[config.mk]
export PLATFORM = sky130hd
export DESIGN_NAME = seg7_scan
export DESIGN_NICKNAME = d
export VERILOG_FILES = /design/src/rtl/seg7_scan.sv
export SDC_FILE = /design/constraint.sdc
export NUM_CORES = 1
export LEC_CHECK = 0
export ABC_AREA = 1
export CAP_MARGIN = 20
export CORE_ASPECT_RATIO = 0.5
export CORE_UTILIZATION = 51
export CTS_CLUSTER_SIZE = 16
export DETAILED_ROUTE_END_ITERATION = 7
export GPL_TIMING_DRIVEN = 1
export PLACE_DENSITY = 0.76
export SLEW_MARGIN = 20
export SYNTH_ARGS = -nofsm -noshare
export SYNTH_HDL_FRONTEND = slang
export SYNTH_SLANG_ARGS = --single-unit
[constraint.sdc]
create_clock -name clk -period 2 [get_ports clk]
set_clock_uncertainty 0.1 [all_clocks]
set_input_delay 0.5 -clock clk [delete_from_list [all_inputs] [get_ports clk]]
set_output_delay 0.5 -clock clk [all_outputs]
set_load 0.05 [all_outputs]
[src/rtl/seg7_scan.sv]
// rtl/seg7_scan.sv - four-digit multiplexed 7-segment scanner with double-buffered display data
// Optional feature macro: SEG7_SCAN_DIM_EN (adds dim input and PWM brightness control)
module seg7_scan #(
   parameter int DIGIT_CYCLES = 25000,
   parameter int BLANK_CYCLES = 100
) (
   input  logic       clk,
   input  logic       rst_n,
   input  logic [6:0] seg0,
   input  logic [6:0] seg1,
   input  logic [6:0] seg2,
   input  logic [6:0] seg3,
   input  logic [3:0] dp,
   input  logic       load,
`ifdef SEG7_SCAN_DIM_EN
   input  logic [2:0] dim,
`endif
   output logic [3:0] io_sel,
   output logic [7:0] io_seg,
   output logic       frame_tick
);

   localparam int CW = (DIGIT_CYCLES > 1) ? $clog2(DIGIT_CYCLES) : 1;
   localparam logic [CW-1:0] CNT_LAST  = CW'(DIGIT_CYCLES - 1);
   localparam logic [CW-1:0] CNT_BLANK = CW'(BLANK_CYCLES);

   localparam logic [0:0] ST_BLANK = 1'b0;
   localparam logic [0:0] ST_ON    = 1'b1;

   logic [CW-1:0]   cnt, cnt_next;
   logic [1:0]      idx, idx_next;
   logic [0:0]      state, state_next;
   logic            wrap;

   logic [3:0][6:0] shadow_seg, disp_seg;
   logic [3:0]      shadow_dp, disp_dp;
   logic            pending;

   logic            lit_next;
   logic [3:0]      sel_next;
   logic [7:0]      seg_next;

   assign wrap       = (cnt == CNT_LAST);
   // The boundary is the final cycle of digit 3; derived from registers only.
   assign frame_tick = wrap && (idx == 2'd3);

   // Next slot position; outputs are registered from these so they line up with the counter.
   always_comb begin
      cnt_next   = wrap ? '0 : cnt + 1'b1;
      idx_next   = wrap ? idx + 2'd1 : idx;
      state_next = (cnt_next < CNT_BLANK) ? ST_BLANK : ST_ON;
   end

   // Slot counter, digit index and BLANK/ON state.
   always_ff @(posedge clk or negedge rst_n) begin
      if (!rst_n) begin
         cnt   <= '0;
         idx   <= 2'd0;
         state <= ST_BLANK;
      end else begin
         cnt   <= cnt_next;
         idx   <= idx_next;
         state <= state_next;
      end
   end

   // Shadow capture on load; pending survives a boundary that coincides with a new load.
   always_ff @(posedge clk or negedge rst_n) begin
      if (!rst_n) begin
         shadow_seg <= '0;
         shadow_dp  <= '0;
         pending    <= 1'b0;
      end else begin
         if (load) begin
            shadow_seg <= {seg3, seg2, seg1, seg0};
            shadow_dp  <= dp;
         end
         if (load)
            pending <= 1'b1;
         else if (frame_tick)
            pending <= 1'b0;
      end
   end

   // Display registers change only at the frame boundary, so a frame never mixes two loads.
   always_ff @(posedge clk or negedge rst_n) begin
      if (!rst_n) begin
         disp_seg <= '0;
         disp_dp  <= '0;
      end else if (frame_tick && pending) begin
         disp_seg <= shadow_seg;
         disp_dp  <= shadow_dp;
      end
   end

`ifdef SEG7_SCAN_DIM_EN
   logic [2:0] pwm_cnt, pwm_next;

   assign pwm_next = pwm_cnt + 3'd1;

   // Free-running PWM phase for brightness control.
   always_ff @(posedge clk or negedge rst_n) begin
      if (!rst_n)
         pwm_cnt <= 3'd0;
      else
         pwm_cnt <= pwm_next;
   end

   assign lit_next = (state_next == ST_ON) && (pwm_next <= dim);
`else
   assign lit_next = (state_next == ST_ON);
`endif

   // Pattern for the upcoming cycle; the first ON cycle always follows a BLANK cycle,
   // so disp_* is already settled after a boundary transfer.
   always_comb begin
      sel_next = 4'hF;
      seg_next = 8'hFF;
      if (lit_next) begin
         sel_next = ~(4'b0001 << idx_next);
         seg_next = ~{disp_dp[idx_next], disp_seg[idx_next]};
      end
   end

   // Registered pad drivers, forced dark while in reset.
   always_ff @(posedge clk or negedge rst_n) begin
      if (!rst_n) begin
         io_sel <= 4'hF;
         io_seg <= 8'hFF;
      end else begin
         io_sel <= sel_next;
         io_seg <= seg_next;
      end
   end

endmodule

==> out/qor.csv, run 1 <==
metric,value,unit
RSZ-0062 raised after global routing,yes,
DRT iter0 DRCs,334,
Synth warnings,0,
Tightest Hold Check Type,input pin to asynchronous set/reset pin,
"commonest non-fill, non-tap cells in the layout","nand2_1 (216), dfrtp_1 (80), inv_1 (64)",
GPL Wtd Cong,0.880,
total CTS buffers,9,
all-layer global routing usage,23.5,%
worst r2r src,cnt[0],
Die Ht,67.5,um
Syn Inst Count,542,
Setup WS pre-CTS,-0.0335,ns
grt total ovfl,0,
share of layout cells above drive strength 1,25.8,%
via-per-instance ratio,5.24,
initial antenna violation count,0,
f_max,471,MHz
final WL,11.7,mm
"Arr. time, crit path",1.52,ns
Tcrit/Tclk final,106,%
Max Cap Violations,0,
Starting Density,53.6,%
pwr dens,653,nW/um2
DRT Pass-1 Iters,5,
Tmin final,2.12,ns
htree depth,3,
worst ir drop on vdd,0.557,mV
port bufs,47,
headroom to the max-slew limit,70.1,%
Syn-to-layout area delta,36.3,%
worst-path fanout max,4,
Synth Register Bits,94,
wire length per cell,15.8,um
"non-filler cells, final",741,
die area,8960,um2
largest net degree at the start of global routing,65,
placed cells,695,
Detail Route Antenna Nets,0,
"Seq/Total Area, Yosys",54.2,%
Top Ports,48,
"commonest non-fill, non-tap cell in the layout",nand2_1,
Filler cells,548,
drt drc,0,
via count,3884,
CTS Buffer Depth,2,
"Slew Viols, Final",0,
"Net count, final",662,
CORE AREA,8140,um2
first-pass GRT wire length,16.0,mm
# setup viols final,5,
worst-margin pin slew,0.448,ns
root buffer selected by CTS,clkbuf_16,
smallest hold slack,-0.00668,ns
Worst-path clk slew,0.07,ns
die width,133,um
clk_lat worst skew,0.35,ns
syn nets,579,
Final Hold Violating Endpoints,4,
syn_area_per_cell,8.06,um2
antenna diode count,0,
CP Launch Point,cnt[8],
outcome,"finished, violations left",
Startpoint Class,register,
post-synthesis cell type count,23,
CP Class,register to primary output,
CTS sink count,94,
Post-DP HPWL,6.26,mm
CTS tree,yes,
failing checks,"hold timing, setup timing",
Leakage,0.00306,uW
vias in the first global route,3327,
endpoint type of the worst setup path,primary output,
Synth Cell Area,4370,um2
Std-Cell Rows,23,
final worst setup slack,-0.121,ns
Required @ worst endpoint,1.40,ns
==> metrics by stage <==
step                total power [uW]  setup TNS [ns]  cell area, um2  utilization (%)
global route                    4010           -2.10            5950             73.1
floorplan                       2080               0            4380                -
finish                          3890          -0.156            5950             73.1
CTS                             3870          -0.128            5570             68.4
detailed placement              2220          -0.229            5120             62.9
global placement                2220               0            5120             62.9
==> cells in the mapped netlist (all sizes together) <==
cell type / number / area, um2
dfstp: 12 / 315
inv: 67 / 251
o21ai: 36 / 285
nand4: 4 / 25.0
nor3: 2 / 26.3
xor2: 1 / 8.76
a21oi: 1 / 5.00
o21bai: 2 / 15.0
nor2: 30 / 118
ha: 2 / 25.0
nand2: 244 / 921
clkbuf: 8 / 30.0
nand3: 40 / 200
dfrtp: 82 / 2050
clkinv: 1 / 3.75
buf: 10 / 87.6
==> power breakdown <==
group	internal (uW)	leakage [uW]	switching, uW
clock network	961	0.000139	723
registers	1960	0.00119	45.3
logic	96.0	0.00173	103
==> kinds of logic after synthesis <==
logic type,Yosys count,share of synthesized area (%)
AOI/OAI and AO/OA,39,6.99
buffers and inverters,86,8.53
xor gates and xnor gates,1,0.200
DFF,94,54.2
and+or+nand+nor,320,29.5
adders and majority gates,2,0.573
==> layout make-up <==
class	count	area, um2	area share (%)
Sequential cell	94	2370	39.8
Multi-Input combinational cell	363	1850	31.1
Timing Repair Buffer	89	1050	17.7
Inverter	68	258	4.33
Clock buffer	11	233	3.91
Tap cell	112	140	2.35
Clock inverter	4	48.8	0.820
==> routing by layer <==
metal  global-route usage [%]  part of all wire (%)
met4                     4.45                   1.9
met5                        0                     0
met1                     31.8                    42
met3                     6.91                   6.3
met2                     38.2                    50
==> worst paths after layout <==
path	slack, ns	endpoint	depth (start not counted)
max in group asynchronous	1.16	io_seg[4]	2
setup reg to reg	-0.01	io_seg[7]	12
hold / removal	-0.007	disp_dp[0]	1
min in group clk	0.38	shadow_seg[5]	2
hold reg to reg	0.38	shadow_seg[5]	2
setup / recovery	-0.12	frame_tick	5
==> worst max-delay path: stages (launching register included) <==
cell     delay (ns)
dfrtp_1        0.40
nand2_1        0.14
nor3_4         0.24
nand2_2        0.13
nor2_4         0.13
buf_12         0.14
==> state kept, by name, summed over array words and instances (netlist names) <==
register / count
io_sel: 4
idx: 2
shadow_seg: 28
disp_dp: 4
cnt: 15
disp_seg: 28
io_seg: 8
pending: 1
shadow_dp: 4
==> what timing repair did <==
action,4_1_cts,5_1_grt
buffers inserted,16,8
cloned,0,7
resized for setup,14,68
pin swaps,5,9
setup endpoints to repair,36,44
hold buffers,0,0
Power figures use the tool's default switching activity.
==> run 2, diff against run 1 <==
--- a/config.mk
+++ b/config.mk
@@ -11,9 +11,9 @@
 export CORE_UTILIZATION = 51
 export CTS_CLUSTER_SIZE = 16
 export DETAILED_ROUTE_END_ITERATION = 7
-export GPL_TIMING_DRIVEN = 1
+export GPL_TIMING_DRIVEN = 0
 export PLACE_DENSITY = 0.76
-export SLEW_MARGIN = 20
+export SLEW_MARGIN = 5
 export SYNTH_ARGS = -nofsm -noshare
 export SYNTH_HDL_FRONTEND = slang
 export SYNTH_SLANG_ARGS = --single-unit
==> out/qor.csv, run 2 (same netlist as run 1, synthesis figures left out) <==
metric,value,unit,change
Critical Path Max Stage Delay,0.41,ns,about the same
Startpoint Class,register,,
share of layout cells above drive strength 1,19.3,%,-6.5 points
"Arr. time, crit path",1.55,ns,+0.03 ns
largest net degree at the start of global routing,61,,-6.2%
headroom to the max-slew limit,65.5,%,-4.6 points
Post-DP HPWL,6.47,mm,+3.5%
worst r2r src,cnt[0],,
failing checks,setup timing,,
Max Cap Violations,0,,unchanged
via count,3571,,-8.1%
via-per-instance ratio,4.86,,-7.3%
worst ir drop on vdd,0.483,mV,-13%
final worst setup slack,-0.153,ns,-0.0316 ns
Top Ports,48,,unchanged
Tcrit/Tclk final,108,%,+1.6 points
initial antenna violation count,0,,unchanged
htree depth,3,,unchanged
CP Class,register to primary output,,
R2R Path End,io_sel[3],,
DRT iter0 DRCs,270,,-19%
CTS sink count,94,,unchanged
Std-Cell Rows,23,,unchanged
"Slowest-stage cell, CP",dfrtp_1,,
# setup viols final,1,,-4
Syn-to-layout area delta,29.4,%,
Worst-path clk slew,0.07,ns,about the same
worst-path fanout max,3,,-1
port bufs,46,,-2.1%
Required @ worst endpoint,1.40,ns,about the same
Final Hold Violating Endpoints,0,,-4
all-layer global routing usage,22.7,%,-0.80 points
CTS Buffer Depth,2,,unchanged
biggest regs,"disp_seg: 28 flops, shadow_seg: 28 flops, cnt: 15 flops",,
worst-margin pin slew,0.517,ns,+0.0689 ns
first-pass GRT wire length,15.5,mm,-3.2%
root buffer selected by CTS,clkbuf_16,,
pwr dens,724,nW/um2,+11%
final WL,9.70,mm,-17%
GPL Wtd Cong,0.911,,+3.5%
placed cells,701,,+0.86%
Worst R2R Path Depth,11,,-1
"commonest non-fill, non-tap cell in the layout",nand2_1,,
hold_buf cts,0,,unchanged
DRT Pass-1 Iters,4,,-1
CTS tree,yes,,
clk_lat worst skew,0.34,ns,about the same
"critical path, cell by cell","ha_4, nand2_4, nor3_4, nand2_2, nor2_4, buf_6",,
most used routing layer in global routing,met2,,
Starting Density,53.6,%,unchanged
Tightest Hold Check Type,input pin to asynchronous set/reset pin,,
Filler cells,649,,+18%
met1 Track Usage GR,31.1,%,-0.72 points
RSZ-0062 raised after global routing,yes,,
"reg-to-reg slack, setup",0.01,ns,+0.02 ns
grt total ovfl,0,,unchanged
"Net count, final",655,,-1.1%
Detail Route Antenna Nets,0,,unchanged
"commonest non-fill, non-tap cells in the layout","nand2_1 (235), dfrtp_1 (80), inv_1 (64)",,
outcome,"finished, violations left",,
"Slew Viols, Final",0,,unchanged
final core occ,69.4,%,-3.7 points
Die Ht,67.5,um,unchanged
Leakage,0.00285,uW,-6.9%
crit path capture,frame_tick,,
M3 GR Usage,4.95,%,-2.0 points
CP Launch Point,cnt[0],,
endpoint type of the worst setup path,primary output,,
wire length per cell,13.2,um,-16%
"non-filler cells, final",735,,-0.81%
GR Util met2,36.5,%,-1.6 points
drt drc,0,,unchanged
total CTS buffers,9,,unchanged
f_max,465,MHz,-1.5%
die area,8960,um2,unchanged
vias in the first global route,3322,,-0.15%
CORE AREA,8140,um2,unchanged
Tmin final,2.15,ns,+0.0316 ns
antenna diode count,0,,unchanged
die width,133,um,unchanged
[run 2: metrics by stage]
step	setup WS, ns	hold WS, ns	TNS [ns]	power [uW]	instance area [um2]
2_1_floorplan	0.107	0.104	0	2080	4380
3_3_place_gp	-3.03	0.348	-277.76	2210	4980
3_5_place_dp	-0.718	0.363	-7.79	2220	5000
4_1_cts	-0.177	0.0171	-0.286	4120	5390
5_1_grt	-0.228	0.0377	-1.34	4230	5650
6_report	-0.153	0.0117	-0.153	4090	5650
[run 2: worst min-delay path by stage]
| stage | endpoint | from | slack, ns | cells after the start |
|---|---|---|---|---|
| global route | shadow_seg[5] | rst_n | 0.04 | 1 |
| global placement | cnt[0] | cnt[0] | 0.35 | 1 |
| CTS | disp_seg[23] | rst_n | 0.02 | 1 |
| finish | shadow_seg[5] | rst_n | 0.01 | 1 |
| detailed placement | shadow_dp[3] | shadow_dp[3] | 0.36 | 2 |
| floorplan | cnt[0] | rst_n | 0.10 | 0 |
[run 2: metal layers]
layer / share of wire [%] / vias to the layer above
li1: - / 1811
met1: 47 / 1660
met2: 47 / 89
met3: 4.2 / 11
met4: 1.2 / 0
met5: 0 / -
[run 2: final cells by class]
| class | count | area (um2) | share of cell area [%] |
|---|---|---|---|
| flip-flops and latches | 94 | 2370 | 41.9 |
| repair buffers | 65 | 634 | 11.2 |
| clock inverters | 5 | 87.6 | 1.55 |
| clock buffers | 11 | 253 | 4.47 |
| inverters | 68 | 255 | 4.52 |
| multi-input cells | 362 | 1760 | 31.2 |
| plain buffers | 18 | 150 | 2.66 |
| well taps | 112 | 140 | 2.48 |
[run 2: worst max-delay path: cells and delay by family, from the launching register on]
kind | cells | cell delay, ns
buffers and inverters | 1 | 0.16
adders and majority gates | 1 | 0.17
DFF | 1 | 0.41
and+or+nand+nor | 4 | 0.46
[run 2: where the power goes]
group / internal, uW / leakage [uW] / switching (uW) / total, uW
combinational: 89.2 / 0.00149 / 96.2 / 185
sequential: 1960 / 0.00119 / 34.5 / 1990
clock: 1180 / 0.000164 / 737 / 1910
[run 2: timing repair]
item                                   in CTS  in global routing
resized for setup                          23                 62
setup buffers                               4                 12
cloned                                      0                  2
pin swaps                                   4                  8
setup endpoints to repair                  57                 54
endpoints found under the hold margin       0                  0
==> RTL edit 1 (config.mk and constraints of run 1) <==
`DIGIT_CYCLES`: 25000 -> 12500.
--- a/src/rtl/seg7_scan.sv
+++ b/src/rtl/seg7_scan.sv
@@ -2,5 +2,5 @@
 // Optional feature macro: SEG7_SCAN_DIM_EN (adds dim input and PWM brightness control)
 module seg7_scan #(
-   parameter int DIGIT_CYCLES = 25000,
+   parameter int DIGIT_CYCLES = 12500,
    parameter int BLANK_CYCLES = 100
 ) (
Behaviour: same outputs for any inputs over 10 cycles, from zero or initial values and one cycle with rst_n low; that may be too few to reach the edited logic, so the function may still have changed.
==> RTL edit 1 against run 1 <==
Count of clock-buffer cells in the layout stayed put. First-iteration DRC count is 39% lower. Via count down 15%. Power decreased by 0.66%. Fmax up 4.4%. Combinational power rose by 8%. Critical path type unchanged. Highest routed layer unchanged. Setup slack improved by 0.089 ns. The run ends with negative setup slack left. Area after synthesis decreased by 2.2%. Wire length shrank 23%. Sequential cell count fell by 1. Synthesized cell count fell by 9.8%. Cell area decreased by 5.5%.
==> RTL edit 1: results <==
metrics = {
    "final_layout": {
        "final_util_pct": 69.83,
        "multiInputGateArea_um2": 1669,
        "multi_input_cells": 314,
        "clk_share_pct": 5.203,
        "inverters": 62,
        "buffer_area_share_pct": 16.86,
        "buffers": 81,
        "fillers": 601,
        "final_nets": 598,
        "sh_seq_area_pct": 41.63,
        "reg_top3": "disp_seg: 28 flops, shadow_seg: 28 flops, cnt: 14 flops",
    },
    "sta": {
        "slew_headroom_pct": 68.15,
        "setup_slack_ns": -0.03244,
        "setup_viol": 1,
    },
    "placement": {
        "port_buffers": 47,
        "finalWeightedCongestion": 0.8849,
        "place_hpwl_um": 5604,
        "preCtsSetupSlack_ns": 0.05625,
        "dpl_cell_area_um2": 4980,
    },
    "power_and_ir_drop": {
        "switching_share_pct": 22.15,
        "combinationalPower_w": 0.000215,
        "p_leak_nw": 2.776,
        "irDropWorstVdd_mv": 0.4625,
        "p_clk_share_pct": 43.8,
    },
    "global_routing": {
        "grt_util_met1_pct": 25.11,
        "met3_usage_pct": 6.545,
        "grt_pass1_wl_um": 14140,
        "grt_pass1_vias": 3067,
        "globalRouteMet2Util_pct": 37.70,
        "grtUsageTotal_pct": 21.28,
    },
    "synth": {
        "yosys.cell_types.count": 28,
        "ys_top_cells_by_area": "dfrtp_1, nand2_1, dfstp_2",
        "syn_area_per_cell_um2": 8.735,
        "syn-num-nets": 526,
        "synth_compound_area_share_pct": 10.95,
        "synthXorXnorAreaFrac_pct": 0.4101,
        "ys_seq_area_share_pct": 54.83,
    },
    "route": {
        "wl_met1_um": 4026,
        "routed-wl-met2_um": 4455,
        "routed_wl_um": 8965,
        "dr_wl_met3_um": 382,
        "vias": 3299,
        "drt_iter0_drc": 203,
    },
    "clock_network": {
        "cts_num_sinks": 93,
        "cts_resized": 7,
        "ctsHtreeMaxLevel": 3,
    },
    "critical_path": {
        "cpPeakStageDelay_ns": 0.36,
        "crit_fanout": 2,
        "cp_data_arrival_time_ns": 1.43,
    },
    "run_status": {
        "violations": "negative setup slack",
        "status": "complete, but fails checks",
    },
}
RTL edit 1: cell count changes in the layout (fill, tap and decap cells not counted), moves of 6 or more:
cell	before	now
nand2_1	216	139
o21ai_0	3	34
nand2_4	10	4
nand2_2	19	32
nand3_1	38	28
RTL edit 1: path summary, 6_finish.rpt:
path	start	end	slack, ns	cells after the start
worst min-delay path	rst_n	cnt[6]$_DFF_PN0_	0.008	1
worst max-delay path	cnt[0]$_DFF_PN0_	frame_tick	-0.03	6
worst min register to register	disp_seg[26]$_DFFE_PN0P_	disp_seg[26]$_DFFE_PN0P_	0.39	2
min in group clk	disp_seg[26]$_DFFE_PN0P_	disp_seg[26]$_DFFE_PN0P_	0.39	2
max in group asynchronous	rst_n	io_seg[1]$_DFF_PN1_	1.22	2
worst max register to register	cnt[0]$_DFF_PN0_	disp_seg[3]$_DFFE_PN0P_	0.01	8
==> RTL edit 2 (flow settings as in run 1) <==
Made on the original files. Register the output `io_seg` once more, with the module's reset; this adds one clock of latency there. The other outputs are not delayed to match.
--- a/src/rtl/seg7_scan.sv
+++ b/src/rtl/seg7_scan.sv
@@ -27,4 +27,6 @@
    localparam logic [0:0] ST_BLANK = 1'b0;
    localparam logic [0:0] ST_ON    = 1'b1;
+
+   logic [7:0] io_seg_s0;
 
    logic [CW-1:0]   cnt, cnt_next;
@@ -127,8 +129,16 @@
       if (!rst_n) begin
          io_sel <= 4'hF;
-         io_seg <= 8'hFF;
+         io_seg_s0 <= 8'hFF;
       end else begin
          io_sel <= sel_next;
-         io_seg <= seg_next;
+         io_seg_s0 <= seg_next;
+      end
+   end
+
+   always_ff @(posedge clk or negedge rst_n) begin
+      if (!rst_n) begin
+         io_seg <= '0;
+      end else begin
+         io_seg <= io_seg_s0;
       end
    end
Behaviour: not the same (Yosys sat finds a counterexample within 4 cycles, from zero or initial values and one cycle with rst_n low).
==> RTL edit 2 against run 1 <==
Hold slack better by 0.013 ns. Setup slack better by 0.028 ns. Largest cell class unchanged. Area after synthesis grew 4.6%. Critical endpoint unchanged. Power increased by 6.0%. Clock power grew 5%. Sequential cell count grew 8. Wire length shrank 14%. The flow finishes with violations (negative setup slack). Global-route usage down 1.4 points. Critical path type unchanged. Cell area down 0.48%.
==> RTL edit 2: results <==
metrics = {
    "run_status": {
        "status": "complete, but fails checks",
        "violations": "negative setup slack",
    },
    "placement": {
        "place_hpwl_um": 6288,
        "dpl_cell_area_um2": 5285,
        "preCtsSetupSlack_ns": -0.03467,
        "finalWeightedCongestion": 0.8283,
    },
    "power_and_ir_drop": {
        "p_leak_nw": 2.985,
        "irDropWorstVdd_mv": 0.4376,
        "pwr.group.clock_w": 0.00177,
        "p_clk_share_pct": 42.9,
        "switching_share_pct": 20.05,
    },
    "final_layout": {
        "buffer_area_share_pct": 15.40,
        "fillers": 654,
        "clk_share_pct": 5.195,
        "final_layout_size_suffix_gt1_share_pct": 21.26,
        "layout.cells.non_filler": 747,
        "final_nets": 667,
        "nClkBuffers": 15,
        "seq_cells": 102,
        "buffers": 86,
        "multi_input_area_share_pct": 29.31,
    },
    "synth": {
        "ys_seq_area_share_pct": 56.19,
        "synth_common_cells": "nand2_1, dfrtp_1, inv_1, nand3_1",
        "synthXorXnorAreaFrac_pct": 0.1917,
        "syn-num-nets": 587,
        "syn-instance-count": 550,
        "synth-adder-area-share_pct": 0.5476,
    },
    "route": {
        "vias": 3694,
        "wl_per_cell_um": 13.48,
        "firstDrtPassIters": 4,
    },
    "clock_network": {
        "cts_resized": 12,
        "cts_setup_buffers": 17,
    },
    "global_routing": {
        "grtUsageTotal_pct": 22.10,
        "grt_pass1_wl_um": 15650,
    },
    "sta": {
        "setup_slack_ns": -0.09358,
        "fin_hold_ws_ns": 0.006424,
        "setup_viol": 1,
        "setup_tns_ns": -0.09358,
    },
    "critical_path": {
        "r2r_cells": 13,
        "crit_fanout": 2,
        "r2r_start": "cnt[10]$_DFF_PN0_",
        "cp_data_arrival_time_ns": 1.49,
    },
}
-- RTL edit 2: cell count changes in the layout (fill, tap and decap cells not counted), sizes merged --
| cell | delta |
|---|---|
| inv | -1 |
| buf | -2 |
| clkinv | -2 |
| dfrtp | +8 |
| clkbuf | +3 |
-- RTL edit 2: logic make-up (layout without fill, tap and decap cells) --
family                     after synthesis  in the layout
and+or+nand+nor                        320            321
adders and majority gates                2              2
xor gates and xnor gates                 1              1
AOI/OAI and AO/OA                       39             39
DFF                                    102            102
buffers and inverters                   86            170
-- RTL edit 2: worst reg2reg max path, delay by kind of cell (launching register included) --
kind,cells,cell delay [ns]
simple gates,8,0.91
flops,1,0.41
buf+inv,5,0.48
-- RTL edit 2: per-layer routing --
| metal | wire length, um | GRT usage [%] | vias up |
|---|---|---|---|
| li1 | - | - | 1834 |
| met1 | 4606 | 28.27 | 1759 |
| met2 | 4908 | 38.14 | 83 |
| met3 | 379 | 4.459 | 18 |
| met4 | 176 | 8.194 | 0 |
| met5 | 0 | 0 | - |
